===== config.mk =====
export PLATFORM = sky130hd
export DESIGN_NAME = design1_wrapper
export DESIGN_NICKNAME = d
export VERILOG_FILES = /design/src/rtl/design1_wrapper.sv
export SDC_FILE = /design/constraint.sdc
export NUM_CORES = 1
export LEC_CHECK = 0
export CORE_ASPECT_RATIO = 1.25
export CORE_MARGIN = 4
export CORE_UTILIZATION = 40
export DETAILED_ROUTE_END_ITERATION = 16
export GPL_TIMING_DRIVEN = 0
export PLACE_DENSITY = 0.81
export SLEW_MARGIN = 0
export SYNTH_ARGS = -nofsm -noshare
export SYNTH_HDL_FRONTEND = slang
export SYNTH_SLANG_ARGS = --single-unit

===== constraint.sdc =====
create_clock -name sys_clock -period 3 [get_ports sys_clock]
set_input_delay 0.9 -clock sys_clock [delete_from_list [all_inputs] [get_ports sys_clock]]
set_output_delay 0.9 -clock sys_clock [all_outputs]
set_load 0.05 [all_outputs]

===== src/rtl/design1_wrapper.sv =====
// design1_wrapper: board-level wrapper for the FSIC SoC evaluation platform.
// Holds the system reset controller, a firmware-boot model that reports
// "firmware running" on the user GPIO bus, and an AXI4-Lite register block.
//
// Ports:
//   sys_clock        sole clock
//   sys_reset        asynchronous active-low system reset
//   resetb_0         active-low core reset (async assert, synchronized release)
//   s_axi_aw*/w*/b*  AXI4-Lite write address / data / response channels
//   s_axi_ar*/r*     AXI4-Lite read address / data channels
//   mprj_o           user-project GPIO: [37:36] boot done, [1:0] CTRL
//   periph_aresetn   synchronized peripheral reset
module design1_wrapper #(
  parameter logic [31:0] BASE_ADDR   = 32'h6000_0000,
  parameter int unsigned RST_HOLD    = 16,
  parameter int unsigned BOOT_CYCLES = 1000
) (
  input  logic        sys_clock,
  input  logic        sys_reset,
  input  logic        resetb_0,
  input  logic [31:0] s_axi_awaddr,
  input  logic        s_axi_awvalid,
  output logic        s_axi_awready,
  input  logic [31:0] s_axi_wdata,
  input  logic [3:0]  s_axi_wstrb,
  input  logic        s_axi_wvalid,
  output logic        s_axi_wready,
  output logic [1:0]  s_axi_bresp,
  output logic        s_axi_bvalid,
  input  logic        s_axi_bready,
  input  logic [31:0] s_axi_araddr,
  input  logic        s_axi_arvalid,
  output logic        s_axi_arready,
  output logic [31:0] s_axi_rdata,
  output logic [1:0]  s_axi_rresp,
  output logic        s_axi_rvalid,
  input  logic        s_axi_rready,
  output logic [37:0] mprj_o,
  output logic        periph_aresetn
);

  localparam int unsigned RCW = $clog2(RST_HOLD + 2);
  localparam int unsigned BCW = $clog2(BOOT_CYCLES + 2);
  localparam logic [15:0] OFF_CTRL   = 16'h7000;
  localparam logic [15:0] OFF_STATUS = 16'h5000;
  localparam logic [1:0]  RESP_OKAY   = 2'b00;
  localparam logic [1:0]  RESP_SLVERR = 2'b10;
  localparam logic [1:0]  RESP_DECERR = 2'b11;

  // ---------------- reset controller ----------------
  logic [1:0]     r_rst_sync;
  logic [RCW-1:0] r_rst_cnt;
  logic           r_periph_aresetn;

  // 2-flop synchronizer on sys_reset release, then RST_HOLD cycles of hold-off
  always_ff @(posedge sys_clock or negedge sys_reset) begin
    if (!sys_reset) begin
      r_rst_sync       <= '0;
      r_rst_cnt        <= '0;
      r_periph_aresetn <= 1'b0;
    end else begin
      r_rst_sync <= {r_rst_sync[0], 1'b1};
      if (r_rst_sync[1] && !r_periph_aresetn) begin
        r_rst_cnt <= r_rst_cnt + RCW'(1);
        if (r_rst_cnt == RCW'(RST_HOLD - 1)) r_periph_aresetn <= 1'b1;
      end
    end
  end

  // ---------------- core reset ----------------
  logic [1:0] r_core_sync;
  logic       w_core_rst_n;

  // asserts immediately with resetb_0, releases two clocks later
  always_ff @(posedge sys_clock or negedge resetb_0) begin
    if (!resetb_0) r_core_sync <= '0;
    else           r_core_sync <= {r_core_sync[0], 1'b1};
  end

  assign w_core_rst_n = r_core_sync[1] & r_periph_aresetn;

  // ---------------- boot model ----------------
  logic [BCW-1:0] r_boot_cnt;
  logic           r_boot_done;

  // counts core-reset-free cycles; boot_done is sticky until core reset
  always_ff @(posedge sys_clock or negedge sys_reset) begin
    if (!sys_reset) begin
      r_boot_cnt  <= '0;
      r_boot_done <= 1'b0;
    end else if (!w_core_rst_n) begin
      r_boot_cnt  <= '0;
      r_boot_done <= 1'b0;
    end else if (!r_boot_done) begin
      r_boot_cnt <= r_boot_cnt + BCW'(1);
      if (r_boot_cnt == BCW'(BOOT_CYCLES - 1)) r_boot_done <= 1'b1;
    end
  end

  // ---------------- AXI4-Lite register block ----------------
  logic        r_aw_full, r_w_full, r_wstrb0;
  logic [31:0] r_awaddr;
  logic [1:0]  r_wdata, r_ctrl;
  logic        r_awready, r_wready, r_bvalid, r_arready, r_rvalid;
  logic [1:0]  r_bresp, r_rresp;
  logic [31:0] r_rdata;

  logic        w_aw_full_n, w_w_full_n, w_wstrb0_n;
  logic [31:0] w_awaddr_n;
  logic [1:0]  w_wdata_n, w_ctrl_n;
  logic        w_awready_n, w_wready_n, w_bvalid_n, w_arready_n, w_rvalid_n;
  logic [1:0]  w_bresp_n, w_rresp_n;
  logic [31:0] w_rdata_n;
  logic        w_unused;

  assign w_unused = ^{s_axi_wdata[31:2], s_axi_wstrb[3:1]};

  function automatic logic f_in_win(input logic [31:0] a);
    return a[31:16] == BASE_ADDR[31:16];
  endfunction

  function automatic logic [1:0] f_resp(input logic [31:0] a);
    if (!f_in_win(a))                                return RESP_DECERR;
    else if (a[15:0] == OFF_CTRL || a[15:0] == OFF_STATUS) return RESP_OKAY;
    else                                             return RESP_SLVERR;
  endfunction

  // next-state for both channels; write commits one cycle after AW and W are both held
  always_comb begin
    w_aw_full_n = r_aw_full;
    w_awaddr_n  = r_awaddr;
    w_w_full_n  = r_w_full;
    w_wdata_n   = r_wdata;
    w_wstrb0_n  = r_wstrb0;
    w_bvalid_n  = r_bvalid;
    w_bresp_n   = r_bresp;
    w_ctrl_n    = r_ctrl;
    w_rvalid_n  = r_rvalid;
    w_rresp_n   = r_rresp;
    w_rdata_n   = r_rdata;

    if (s_axi_awvalid && r_awready) begin
      w_aw_full_n = 1'b1;
      w_awaddr_n  = s_axi_awaddr;
    end
    if (s_axi_wvalid && r_wready) begin
      w_w_full_n = 1'b1;
      w_wdata_n  = s_axi_wdata[1:0];
      w_wstrb0_n = s_axi_wstrb[0];
    end
    if (r_aw_full && r_w_full) begin
      w_aw_full_n = 1'b0;
      w_w_full_n  = 1'b0;
      w_bvalid_n  = 1'b1;
      w_bresp_n   = f_resp(r_awaddr);
      if (f_in_win(r_awaddr) && r_awaddr[15:0] == OFF_CTRL && r_wstrb0) w_ctrl_n = r_wdata;
    end
    if (r_bvalid && s_axi_bready) w_bvalid_n = 1'b0;

    // read data is taken from current registers, so a same-cycle write is not yet visible
    if (s_axi_arvalid && r_arready) begin
      w_rvalid_n = 1'b1;
      w_rresp_n  = f_resp(s_axi_araddr);
      w_rdata_n  = '0;
      if (f_in_win(s_axi_araddr)) begin
        if (s_axi_araddr[15:0] == OFF_CTRL)        w_rdata_n = {30'b0, r_ctrl};
        else if (s_axi_araddr[15:0] == OFF_STATUS) w_rdata_n = {28'b0, r_ctrl, w_core_rst_n, r_boot_done};
      end
    end
    if (r_rvalid && s_axi_rready) w_rvalid_n = 1'b0;

    w_awready_n = !w_aw_full_n && !w_bvalid_n;
    w_wready_n  = !w_w_full_n && !w_bvalid_n;
    w_arready_n = !w_rvalid_n;
  end

  // AXI state drops immediately with the peripheral reset
  always_ff @(posedge sys_clock or negedge r_periph_aresetn) begin
    if (!r_periph_aresetn) begin
      r_aw_full <= 1'b0;
      r_awaddr  <= '0;
      r_w_full  <= 1'b0;
      r_wdata   <= '0;
      r_wstrb0  <= 1'b0;
      r_bvalid  <= 1'b0;
      r_bresp   <= '0;
      r_ctrl    <= '0;
      r_rvalid  <= 1'b0;
      r_rresp   <= '0;
      r_rdata   <= '0;
      r_awready <= 1'b0;
      r_wready  <= 1'b0;
      r_arready <= 1'b0;
    end else begin
      r_aw_full <= w_aw_full_n;
      r_awaddr  <= w_awaddr_n;
      r_w_full  <= w_w_full_n;
      r_wdata   <= w_wdata_n;
      r_wstrb0  <= w_wstrb0_n;
      r_bvalid  <= w_bvalid_n;
      r_bresp   <= w_bresp_n;
      r_ctrl    <= w_ctrl_n;
      r_rvalid  <= w_rvalid_n;
      r_rresp   <= w_rresp_n;
      r_rdata   <= w_rdata_n;
      r_awready <= w_awready_n;
      r_wready  <= w_wready_n;
      r_arready <= w_arready_n;
    end
  end

  assign s_axi_awready  = r_awready;
  assign s_axi_wready   = r_wready;
  assign s_axi_bvalid   = r_bvalid;
  assign s_axi_bresp    = r_bresp;
  assign s_axi_arready  = r_arready;
  assign s_axi_rvalid   = r_rvalid;
  assign s_axi_rresp    = r_rresp;
  assign s_axi_rdata    = r_rdata;
  assign periph_aresetn = r_periph_aresetn;
  assign mprj_o         = {{2{r_boot_done}}, 34'b0, r_ctrl};

endmodule


==> reports/metrics.yaml <==
power_and_ir_drop:
  total_leakage_power_nw: 2.33
  clockPowerShare_pct: 22.2
  switchingPower_mw: 1.27
  p_int_mw: 2.20
  switching_share_pct: 36.5
  ir_drop_v: 0.000522
  power_frac_seq_pct: 43.1
  p_comb_share_pct: 34.6
  p_per_area_mw_per_mm2: 688
clocking:
  cts_tree: "built"
  cts_sinks: 73
  cts_root_buf: "clkbuf_8"
  clock_latency_ns: 0.34
  cts_buffers: 9
  clk_pin_slew_ns: 0.08
  clockBufferDepth: 2
  htree_levels: 3
route:
  route.detailed.drc: 0
  viasPerCell: 4.24
  wire_per_inst_um: 12.5
  routed-wl-met3_um: 918
  vias: 2466
  met2_length_um: 3700
  drtIter0Drc: 47
  highest_layer: "met4"
  antenna_left: 0
  dr.pass1.iters: 3
  wl_um: 7260
  wl_met1_um: 2560
global_route:
  track_usage_pct: 14.4
  grt_pass1_vias: 2607
  grt_overflow_total: 0
  grt_pass1_wl_um: 12000
  grt_max_degree: 44
  antenna_found_initial: 0
worst_setup_path:
  cp_data_arrival_time_ns: 1.80
  r2r_cells: 4
  startpoint_type: "flip-flop"
  slowest_stage: "dfrtp_2"
  cp_max_fo: 43
  cp.depth: 2
  crit_end: "periph_aresetn"
  critPathRequiredTime_ns: 2.10
  cp_num_buf_inv: 2
  cpPeakStageDelay_ns: 0.59
  cp_top_family: "buffers and inverters"
  critPathKind: "flip-flop to output pin"
  critPathCaptureType: "output pin"
  crit_start: "periph_aresetn"
  reg2reg_to: "r_ctrl[0]"
  cp_cell_sequence: "buf_12 -> dlygate4sd2_1"
  reg2reg_from: "r_awaddr[2]"
  r2r_slack_ns: 1.27
die:
  design.die.area_mm2: 0.0104
  coreArea_mm2: 0.00865
  start_util_pct: 40.7
  row_count: 38
  pin_count: 188
  die_x_um: 91.9
  die-height_um: 113
logic_synthesis:
  ys_types: 38
  netlist_area_mm2: 0.00352
  syn_avg_cell_area_um2: 12.1
  yosysWarnings: 0
  syn_inst: 291
  synth-seq-cells: 73
  synthArstFlopShare_pct: 100
  synth_edf_count: 0
  synthFlopType: "dfrtp_1"
  synth_seq_area_share_pct: 51.8
layout:
  design_area_mm2: 0.00505
  final_cell_count_no_fill: 582
  multi_input_area_mm2: 0.00142
  nets: 568
  fill_cells: 745
  area_growth_pct: 43.4
  layout-drive-gt1-share_pct: 28.4
  seq_area_mm2: 0.00183
  n_antenna_cell: 0
job:
  drv_cap: 0
hold_path:
  hp-class: "flip-flop to async pin"
sta:
  layout_setup_ws_ns: 0.300
  maxSlewHeadroom_pct: 42.5
  worst_slew_pin_slew_ns: 0.860
  hold_ws_ns: 0.179
  rsz0062_at_grt: "no"
  setup_viol: 0
  finalHoldViolCount: 0
  final_max_slew_viol_count: 0
  fin_crit_ns: 2.70
  fin_skew_ns: 0.0115
  final.period_utilization_pct: 90.0
  clock.fmax_mhz: 370
placed_design:
  place_inst: 566
  dp_hpwl_um: 5950
  gp_congestion: 0.707
  numPortBuffers: 92
  pre_cts_slack_ns: 0.341
  place_area_mm2: 0.00485
status:
  status: "complete, no violations"
## registers in the layout, indices dropped and copies added, names as in the netlist, 2 cells and up
name / count
r_awaddr: 32
r_boot_cnt: 10
r_core_sync: 2
r_ctrl: 2
r_rst_cnt: 5
r_rst_sync: 2
r_wdata: 2
s_axi_bresp: 2
s_axi_rdata: 4
s_axi_rresp: 2
## worst min path at each step
| stage | start | end |
|---|---|---|
| global placement | r_rst_sync[0] | r_rst_sync[1] |
| detailed placement | periph_aresetn | s_axi_rdata[1] |
| global route | periph_aresetn | s_axi_rdata[1] |
| floorplan | r_core_sync[0] | r_core_sync[1] |
| finish | periph_aresetn | r_awaddr[11] |
| CTS | periph_aresetn | r_awaddr[3] |
## area by class of cell
type	instances	share of cell area [%]
Clock buffer	10	2.72
Inverter	3	0.223
Tap cell	120	2.97
Clock inverter	6	1.31
Buffer	69	9.88
Multi-Input combinational cell	208	28.1
Sequential cell	73	36.2
Timing Repair Buffer	93	18.6
## power groups by stage
stage / clock [mW] / combinational (mW) / sequential, mW
floorplan: 0 / 0.709 / 1.63
global placement: 0 / 1.05 / 1.60
detailed placement: 0 / 1.22 / 1.52
CTS: 0.799 / 1.22 / 1.50
global route: 0.846 / 1.31 / 1.54
finish: 0.772 / 1.20 / 1.50
## synth_stat cells, types with 3 or more instances
cell       n  share of area [%]
a21oi_1    5               0.71
buf_1      3               0.32
buf_4     64                 14
dfrtp_1   73                 52
ha_1       3                1.1
inv_1      3               0.32
mux2_2    37                 12
mux2i_1    4                1.1
nand2_1   13                1.4
nand3_1    3               0.43
nand4_1    4               0.71
nand4b_1   3               0.75
nor2_1    18                1.9
nor3_1     5               0.71
nor4_1     6                1.1
o21ai_0    3               0.43
xnor2_1    7                1.7
xor2_1     4               0.99
## through the flow
step / TNS, ns / power, mW / utilization (%)
floorplan: 0 / 2.34 / -
global placement: -0.907 / 2.65 / 55.8
detailed placement: 0 / 2.74 / 56.0
CTS: 0 / 3.53 / 58.4
global route: 0 / 3.70 / 58.4
finish: 0 / 3.47 / 58.4
## cell families after synthesis
family          count (synthesis)  share of synthesized area, %
xor+xnor                       11                          2.73
compound gates                 13                          2.49
buf+inv                        72                          14.5
flops                          73                          51.8
simple gates                   74                          13.6
other cells                     2                         0.213
mux                            43                          13.6
fa+ha+maj                       3                          1.07
## layout by cell type, fill, tap and decap left out, types with 3 or more instances in the layout
cell type and instances:
o21ai_0 3, conb_1 64, nor2_1 18, mux2i_1 4, clkinvlp_4 3, a21oi_1 5
nand4_1 4, nor3_1 5, xor2_1 4, mux2_2 37, inv_1 3, nand4b_1 3
ha_1 3, clkdlybuf4s50_1 91, nand3_1 3, clkbuf_8 10, nand2_1 13, buf_1 3
dfrtp_1 72, nor4_1 6, xnor2_1 7, buf_4 64
## metal layers
metal  up-vias  GRT usage, %
met5         -             0
met4         0          3.87
met3         9          6.65
met2       120          25.5
met1      1129          15.4
li1       1208             -
## timing repair
item,CTS,global route
buffers inserted,0,0
hold buffers,0,0
setup endpoints to repair,1,0
resized for setup,1,0
Note: power is estimated with default switching activity, not from simulation.
